===== config.mk =====
export PLATFORM = sky130hd
export DESIGN_NAME = spi_status_readback
export DESIGN_NICKNAME = d
export VERILOG_FILES = /design/src/rtl/spi_user_pkg.sv /design/src/rtl/spi_byte_mux.sv /design/src/rtl/spi_status_readback.sv
export SDC_FILE = /design/constraint.sdc
export NUM_CORES = 1
export LEC_CHECK = 0
export CORE_AREA = 3 3 112 60
export DETAILED_ROUTE_END_ITERATION = 6
export DIE_AREA = 0 0 115 63
export PLACE_DENSITY = 0.88
export REMOVE_ABC_BUFFERS = 1
export SYNTH_ARGS = -nofsm -noshare
export SYNTH_HDL_FRONTEND = slang
export SYNTH_SLANG_ARGS = --single-unit

===== constraint.sdc =====
create_clock -name clk -period 5.35 [get_ports clk]
set_input_delay 1.07 -clock clk [delete_from_list [all_inputs] [get_ports clk]]
set_output_delay 1.07 -clock clk [all_outputs]
set_load 0.01 [all_outputs]

===== src/rtl/spi_user_pkg.sv =====
// rtl/spi_user_pkg.sv - shared command bytes, pad byte and state encoding for the user SPI channel
package spi_user_pkg;
   localparam logic [7:0] CMD_BUTTONS = 8'hF4;
   localparam logic [7:0] CMD_READ    = 8'hF5;
   localparam logic [7:0] PAD_BYTE    = 8'h00;

   typedef enum logic [2:0] {
      ST_IDLE   = 3'd0,
      ST_CMD    = 3'd1,
      ST_SEND   = 3'd2,
      ST_DONE   = 3'd3,
      ST_IGNORE = 3'd4
   } state_e;
endpackage


===== src/rtl/spi_byte_mux.sv =====
// rtl/spi_byte_mux.sv - registered selection of one snapshot byte (MSB byte first), PAD when deselected
module spi_byte_mux #(
   parameter int         NBYTES = 4,
   parameter int         IW     = 3,
   parameter logic [7:0] PAD    = 8'h00
) (
   input  logic              clk,
   input  logic              rst,
   input  logic              sel_i,
   input  logic [IW-1:0]     idx_i,
   input  logic [NBYTES*8-1:0] snap_i,
   output logic [7:0]        data_o
);
   logic [7:0] data_d, data_q;

   always_comb begin
      data_d = PAD;
      if (sel_i) begin
         for (int k = 0; k < NBYTES; k++) begin
            if (int'(idx_i) == k) data_d = snap_i[(NBYTES-1-k)*8 +: 8];
         end
      end
   end

   always_ff @(posedge clk or posedge rst) begin
      if (rst) data_q <= PAD;
      else     data_q <= data_d;
   end

   assign data_o = data_q;
endmodule


===== src/rtl/spi_status_readback.sv =====
// rtl/spi_status_readback.sv - MISO-side responder returning a status snapshot on a CMD_READ frame
module spi_status_readback #(
   parameter int         NBYTES   = 4,
   parameter logic [7:0] CMD_READ = spi_user_pkg::CMD_READ,
   parameter logic [7:0] PAD      = spi_user_pkg::PAD_BYTE
) (
   input  logic                clk,
   input  logic                rst,
   input  logic [7:0]          usr_mosi_data,
   input  logic                usr_mosi_stb,
   input  logic                usr_miso_ack,
   input  logic                csn_fall,
   input  logic                csn_rise,
   input  logic [NBYTES*8-1:0] status_data,
   output logic [7:0]          usr_miso_data,
   output logic                busy,
   output logic                read_done,
   output logic                overrun,
   output logic [15:0]         read_count
);
   import spi_user_pkg::*;

   localparam int IW = $clog2(NBYTES + 1);

   state_e              state_q, state_d;
   logic [IW-1:0]       idx_q, idx_d;
   logic [NBYTES*8-1:0] snap_q, snap_d;
   logic                busy_q, busy_d;
   logic                done_q, done_d;
   logic                overrun_q, overrun_d;
   logic [15:0]         count_q, count_d;

   // Event priority: csn_rise > csn_fall > usr_mosi_stb > usr_miso_ack.
   always_comb begin
      state_d   = state_q;
      idx_d     = idx_q;
      snap_d    = snap_q;
      overrun_d = overrun_q;
      count_d   = count_q;
      done_d    = 1'b0;
      if (csn_rise) begin
         state_d = ST_IDLE;
         idx_d   = '0;
         if (state_q == ST_DONE) begin
            done_d  = 1'b1;
            count_d = count_q + 16'd1;
         end
      end else if (csn_fall) begin
         state_d = ST_CMD;
         idx_d   = '0;
      end else begin
         case (state_q)
            ST_CMD: begin
               if (usr_mosi_stb) begin
                  if (usr_mosi_data == CMD_READ) begin
                     snap_d  = status_data;
                     idx_d   = '0;
                     state_d = ST_SEND;
                  end else begin
                     state_d = ST_IGNORE;
                  end
               end
            end
            ST_SEND: begin
               if (usr_miso_ack) begin
                  idx_d = idx_q + IW'(1);
                  if (idx_q == IW'(NBYTES - 1)) state_d = ST_DONE;
               end
            end
            ST_DONE: begin
               if (usr_miso_ack) overrun_d = 1'b1;
            end
            default: ;
         endcase
      end
      busy_d = (state_d == ST_SEND) || (state_d == ST_DONE);
   end

   always_ff @(posedge clk or posedge rst) begin
      if (rst) begin
         state_q   <= ST_IDLE;
         idx_q     <= '0;
         snap_q    <= '0;
         busy_q    <= 1'b0;
         done_q    <= 1'b0;
         overrun_q <= 1'b0;
         count_q   <= '0;
      end else begin
         state_q   <= state_d;
         idx_q     <= idx_d;
         snap_q    <= snap_d;
         busy_q    <= busy_d;
         done_q    <= done_d;
         overrun_q <= overrun_d;
         count_q   <= count_d;
      end
   end

   // The mux registers from next-state values so MISO changes the cycle after the causing strobe.
   spi_byte_mux #(.NBYTES(NBYTES), .IW(IW), .PAD(PAD)) u_mux (
      .clk    (clk),
      .rst    (rst),
      .sel_i  (state_d == ST_SEND),
      .idx_i  (idx_d),
      .snap_i (snap_d),
      .data_o (usr_miso_data)
   );

   assign busy       = busy_q;
   assign read_done  = done_q;
   assign overrun    = overrun_q;
   assign read_count = count_q;
endmodule


* Yosys cells after proc, flatten, opt, wreduce, memory -nomap -nowiden
Cells that the tools add are included.
Cells by class: multiplexer cells 25, div/mod/pow operators 0, shifts and indexed selects 0, multipliers 0, reductions and logical operators 4, $lt $le $gt $ge 0, equal/unequal tests 10, add/sub/neg operators 2, bitwise gates (word level) 2
Operators with widths (number):
- 2-to-1 mux 32 bit | 5
- 2-to-1 mux 8 bit | 5
- 2-to-1 mux 3 bit | 11
- == test 3 x 2 -> 1 bit, second input constant | 6
- adder 16 x 1 -> 16 bit, second input constant | 1
- one-hot mux 3 bit (2 select lines) | 2
- == test 8 bit, second input constant | 1
- == test 3 bit, second input constant | 2
- AND reduction 4 bit | 1
- adder 3 x 1 -> 3 bit, second input constant | 1
- == test 3 x 1 -> 1 bit, second input constant | 1
- zero test 3 bit | 1
- 2-to-1 mux 1 bit | 2
- inverter 1 bit | 2
- AND reduction 2 bit | 1
- logical OR 1 bit | 1
Storage, ports and cells: output and inout port bits 27, RAM bits 0, flip-flop bits (word level) 65, input port bits 46, logic and storage cells 51, bits in latches 0, ROM bits 0, memories 0

* Logic depth before layout (Yosys ltp)
depth after elaboration 12, gate-level depth with buffers 8, mapped depth without buffers 8

* By module
From an unflattened synthesis, not the netlist that was laid out.
Second synthesis, totals: cell total of the unflattened synthesis 210, area total of the unflattened synthesis 2985.4 µm²
By module, submodules not included:
- spi_status_readback | sequential area each 1426.4 µm², area an instance 2528.7 µm², cells an instance 172, instances 1
- spi_byte_mux | sequential area each 200.2 µm², area an instance 456.7 µm², cells an instance 38, instances 1

* Least setup slack after synthesis
OpenSTA, ideal clock, no wires.
path kind input-to-reg, start input csn_fall, end register u_mux.data_q[4] (netlist: u_mux.data_o[4]), data arrival time 2.980 ns, library setup time 0.126 ns, buffers on the path 2, slack 2.244 ns, stages on the path 7, data required time 5.224 ns, cell sequence or2_2 clkbuf_1 nor4_4 buf_6 mux2_2 a22o_1 a221o_1
Between the ends: elaborated cells between the ends (all ways) 16, classes of those cells eq/ne: 4; mux: 11; reduce/logical: 1
RTL lines:
- start, declared | RTL line spi_status_readback.sv:12 | input logic csn_fall,
- 2-to-1 mux 32 bit | RTL line spi_status_readback.sv:48 | end else if (csn_fall) begin
- 2-to-1 mux 32 bit | RTL line spi_status_readback.sv:41 | if (csn_rise) begin
- named net snap_d[28] | RTL line spi_status_readback.sv:27 | logic [NBYTES*8-1:0] snap_q, snap_d;
- 2-to-1 mux 8 bit (4 in a row) | RTL line spi_byte_mux.sv:20 | if (int'(idx_i) == k) data_d = snap_i[(NBYTES-1-k)*8 +: 8];
- 2-to-1 mux 8 bit | RTL line spi_byte_mux.sv:18 | if (sel_i) begin
- named net u_mux.data_d[4] | RTL line spi_byte_mux.sv:14 | logic [7:0] data_d, data_q;
- end signal, assigned | RTL line spi_byte_mux.sv:27 | else data_q <= data_d;
- end, declared | RTL line spi_byte_mux.sv:14
The timed path passes the listed nets, and every way through them passes these cells. A chain may end at the register's enable or synchronous reset.

* Worst setup path after layout
start input csn_rise, end register u_mux.data_q[6] (netlist: u_mux.data_o[6])
Between the ends: elaborated cells between the ends (all ways) 13, classes of those cells eq/ne: 4; mux: 8; reduce/logical: 1
RTL lines:
- start, declared | RTL line spi_status_readback.sv:13 | input logic csn_rise,
- 2-to-1 mux 32 bit | RTL line spi_status_readback.sv:41
- named net snap_d[22] | RTL line spi_status_readback.sv:27
- 2-to-1 mux 8 bit (3 in a row) | RTL line spi_byte_mux.sv:20
- 2-to-1 mux 8 bit | RTL line spi_byte_mux.sv:18
- named net u_mux.data_d[6] | RTL line spi_byte_mux.sv:14
The timed path passes the listed nets, and every way through them passes these cells.

==> impl_metrics.yaml <==
drt:
  ant_nets: 0
  wirelength_um: 7760
  num_vias: 2545
  avgRoutedWirePerCell_um: 17.1
  via_per_inst: 5.61
  drt_iter0_drc: 186
  drc: 0
  drt_pass1_iterations: 4
final_layout:
  fin_cells: 454
  post-route-util: 0.699
  area_growth_pct: 35.0
  nNetsFinal: 422
  fill_cells: 444
  drive_above_1_share: 0.101
  n_antenna_cell: 0
timing:
  period_minus_slack_ps: 3710
  tightest_slew_ps: 1030
  drv_slew: 0
  finalSetupTns_ps: 0
  slew_headroom: 0.306
  setup_viol: 0
  hold_viol: 0
  rsz0062_at_grt: "no"
  fin_crit_sh: 0.693
  skew_ps: 4.21
  fmax_ghz: 0.270
placement:
  io_buffers: 72
  hpwlAfterDp_um: 5420
  placed_cells: 439
  gp_congestion: 0.884
worst_setup_path:
  cp-start-kind: "primary input"
  worstSetupEndpointType: "flop"
  crit_type: "primary input to flop"
  cp.required_ps: 5540
  crit_path_cell_trace: "clkdlybuf4s50_1, or2_2, nor4_4, buf_4, mux2_4, o2bb2ai_2, o21ai_1, a31oi_1"
  arrival_ps: 3900
  cpPeakStageDelay_ps: 930
  slowest_stage: "nor4_4"
  path_max_fanout: 18
  r2r_slack_ps: 2380
global_routing:
  grt_max_degree: 66
  antenna_found_initial: 0
  grt_pass1_wl_um: 12900
  grt_pass1_vias: 2691
  overflow: 0
  grtUsageTotal: 0.229
floorplan:
  die_area_um2: 7250
  num_rows: 20
  die_h_um: 63
  ios: 73
  core_area_um2: 5910
  start_util: 0.518
  die_w_um: 115
synth:
  synth_area_per_cell_um2: 10.3
  synth_top_family_by_area: "simple AND/OR/NAND/NOR gates"
  synth_seq_area_share: 0.532
  ys_seq_elements: 65
  synthArstFlopShare: 1.00
  synthesis.area_um2: 3060
  synth_ff_type: "dfrtp_1"
  synth-compound-area-share: 0.103
  synth_simple_gate_area_frac: 0.230
  synth_xor_area_frac: 0.0548
  synth_fa_ha_area_frac: 0.0123
  syn-instance-count: 296
  ys_warn_count: 0
  synth-edff-count: 0
  ys_types: 49
  synthMuxAreaShare: 0.0417
clock_network:
  htreeDepth: 3
  post_cts_buffers: 0
  cts_buffers: 9
  cts_resized: 0
  cts_tree: "built"
  cts_hold_buf: 0
  clock-sinks: 65
  clockBufferDepth: 2
  root_buffer: "clkbuf_16"
  clk_latency_ps: 320
  cts.reportedPaths.clkPinSlew_ps: 50
worst_hold_path:
  hold_path_class: "flop to flop"
power:
  power.density_nw_per_um2: 267
  p_leak_nw: 1.91
  max-vdd-ir-drop_mv: 0.142
run_status:
  status: "finished, final reports clean"
job:
  cap_violations: 0
==> power breakdown <==
part	total, mW	internal (mW)	leakage, nW	switching [mW]
Combinational	0.0593	0.0347	0.864	0.0246
Sequential	0.497	0.494	0.907	0.00296
Clock	0.545	0.348	0.138	0.197
Total	1.10	0.877	1.91	0.225
==> path summary, 6_finish.rpt <==
kind | from | to | depth (start not counted)
min | snap_q[0]$_DFF_PP0_ | snap_q[0]$_DFF_PP0_ | 2
max reg2reg | state_q[2]$_DFF_PP0_ | u_mux.data_o[6]$_DFF_PP0_ | 7
max | csn_rise | u_mux.data_o[6]$_DFF_PP0_ | 8
min in group asynchronous | rst | read_count[14]$_DFFE_PP0P_ | 3
min reg2reg | snap_q[0]$_DFF_PP0_ | snap_q[0]$_DFF_PP0_ | 2
max in group asynchronous | rst | snap_q[25]$_DFF_PP0_ | 3
==> area by class of cell <==
class	instances	area, um2	area share
flip-flops and latches	65	1630	0.394
multi-input cells	215	1350	0.327
repair buffers	76	751	0.182
clock buffers	13	270	0.0654
well taps	77	96.3	0.0233
inverters	6	22.5	0.00545
clock inverters	2	12.5	0.00303
==> state kept, by name, summed over array words and instances (netlist names) <==
| name | cells |
|---|---|
| overrun | 1 |
| u_mux.data_o | 8 |
| read_count | 16 |
| busy | 1 |
| idx_q | 3 |
| snap_q | 32 |
| state_q | 3 |
| read_done | 1 |
==> routing by layer <==
| metal | up-vias | track usage | share of wire |
|---|---|---|---|
| met3 | 18 | 0.0609 | 0.069 |
| met2 | 100 | 0.362 | 0.46 |
| met4 | 0 | 0.0673 | 0.019 |
| met5 | - | 0 | 0 |
| met1 | 1252 | 0.311 | 0.46 |
| li1 | 1175 | - | - |
==> Yosys cell counts, types with 2 or more instances <==
library cell | n | area (um2)
nor2b_1 | 2 | 12.5
dfrtp_1 | 65 | 1630
and3_1 | 4 | 25.0
xnor2_1 | 10 | 87.6
a22oi_1 | 3 | 22.5
ha_1 | 3 | 37.5
mux2_2 | 9 | 101
clkbuf_1 | 5 | 18.8
xor2_1 | 6 | 52.6
nand4_1 | 4 | 25.0
a22o_1 | 7 | 61.3
nand2_1 | 88 | 330
nor3b_1 | 2 | 15.0
inv_1 | 5 | 18.8
nor3_1 | 3 | 15.0
a21oi_1 | 9 | 45.0
nand3_1 | 15 | 75.1
nor2_1 | 16 | 60.1
buf_2 | 2 | 10.0
buf_6 | 2 | 22.5
a221o_1 | 8 | 80.1
==> critical path, delay by kind of cell <==
kind / cells / cell delay, ps
and+or+nand+nor: 2 / 1320
buffers and inverters: 2 / 790
AOI/OAI and AO/OA: 3 / 380
muxes: 1 / 330
==> kinds of logic (layout without fill, tap and decap cells) <==
kind of cell,Yosys count,count (layout)
flip-flops,65,65
adder cells (fa/ha/maj),3,3
buffers and inverters,16,97
XOR/XNOR,17,17
AND/OR/NAND/NOR,147,147
multiplexers,11,11
AO/OA/AOI/OAI,37,37
==> metrics by stage <==
step / power [mW] / area (um2) / setup slack, ps / hold slack (ps)
after floorplan: 0.523 / 3000 / 1790 / 432
after global placement: 0.564 / 3850 / 1450 / 447
after detailed placement: 0.565 / 3850 / 1310 / 454
after CTS: 1.11 / 4130 / 1660 / 465
after global routing: 1.14 / 4130 / 1460 / 489
final: 1.10 / 4130 / 1640 / 465
==> cells in the final DEF (no fill, tap or decap), types with 6 or more instances in the layout <==
| cell type | n |
|---|---|
| nand3_1 | 15 |
| nand2_1 | 88 |
| mux2_2 | 9 |
| xnor2_1 | 10 |
| clkdlybuf4s50_1 | 72 |
| nor2_1 | 16 |
| a21oi_1 | 9 |
| a221o_1 | 8 |
| a22o_1 | 7 |
| clkbuf_16 | 9 |
| xor2_1 | 6 |
| dfrtp_1 | 65 |
(Power assumes the default switching activity.)
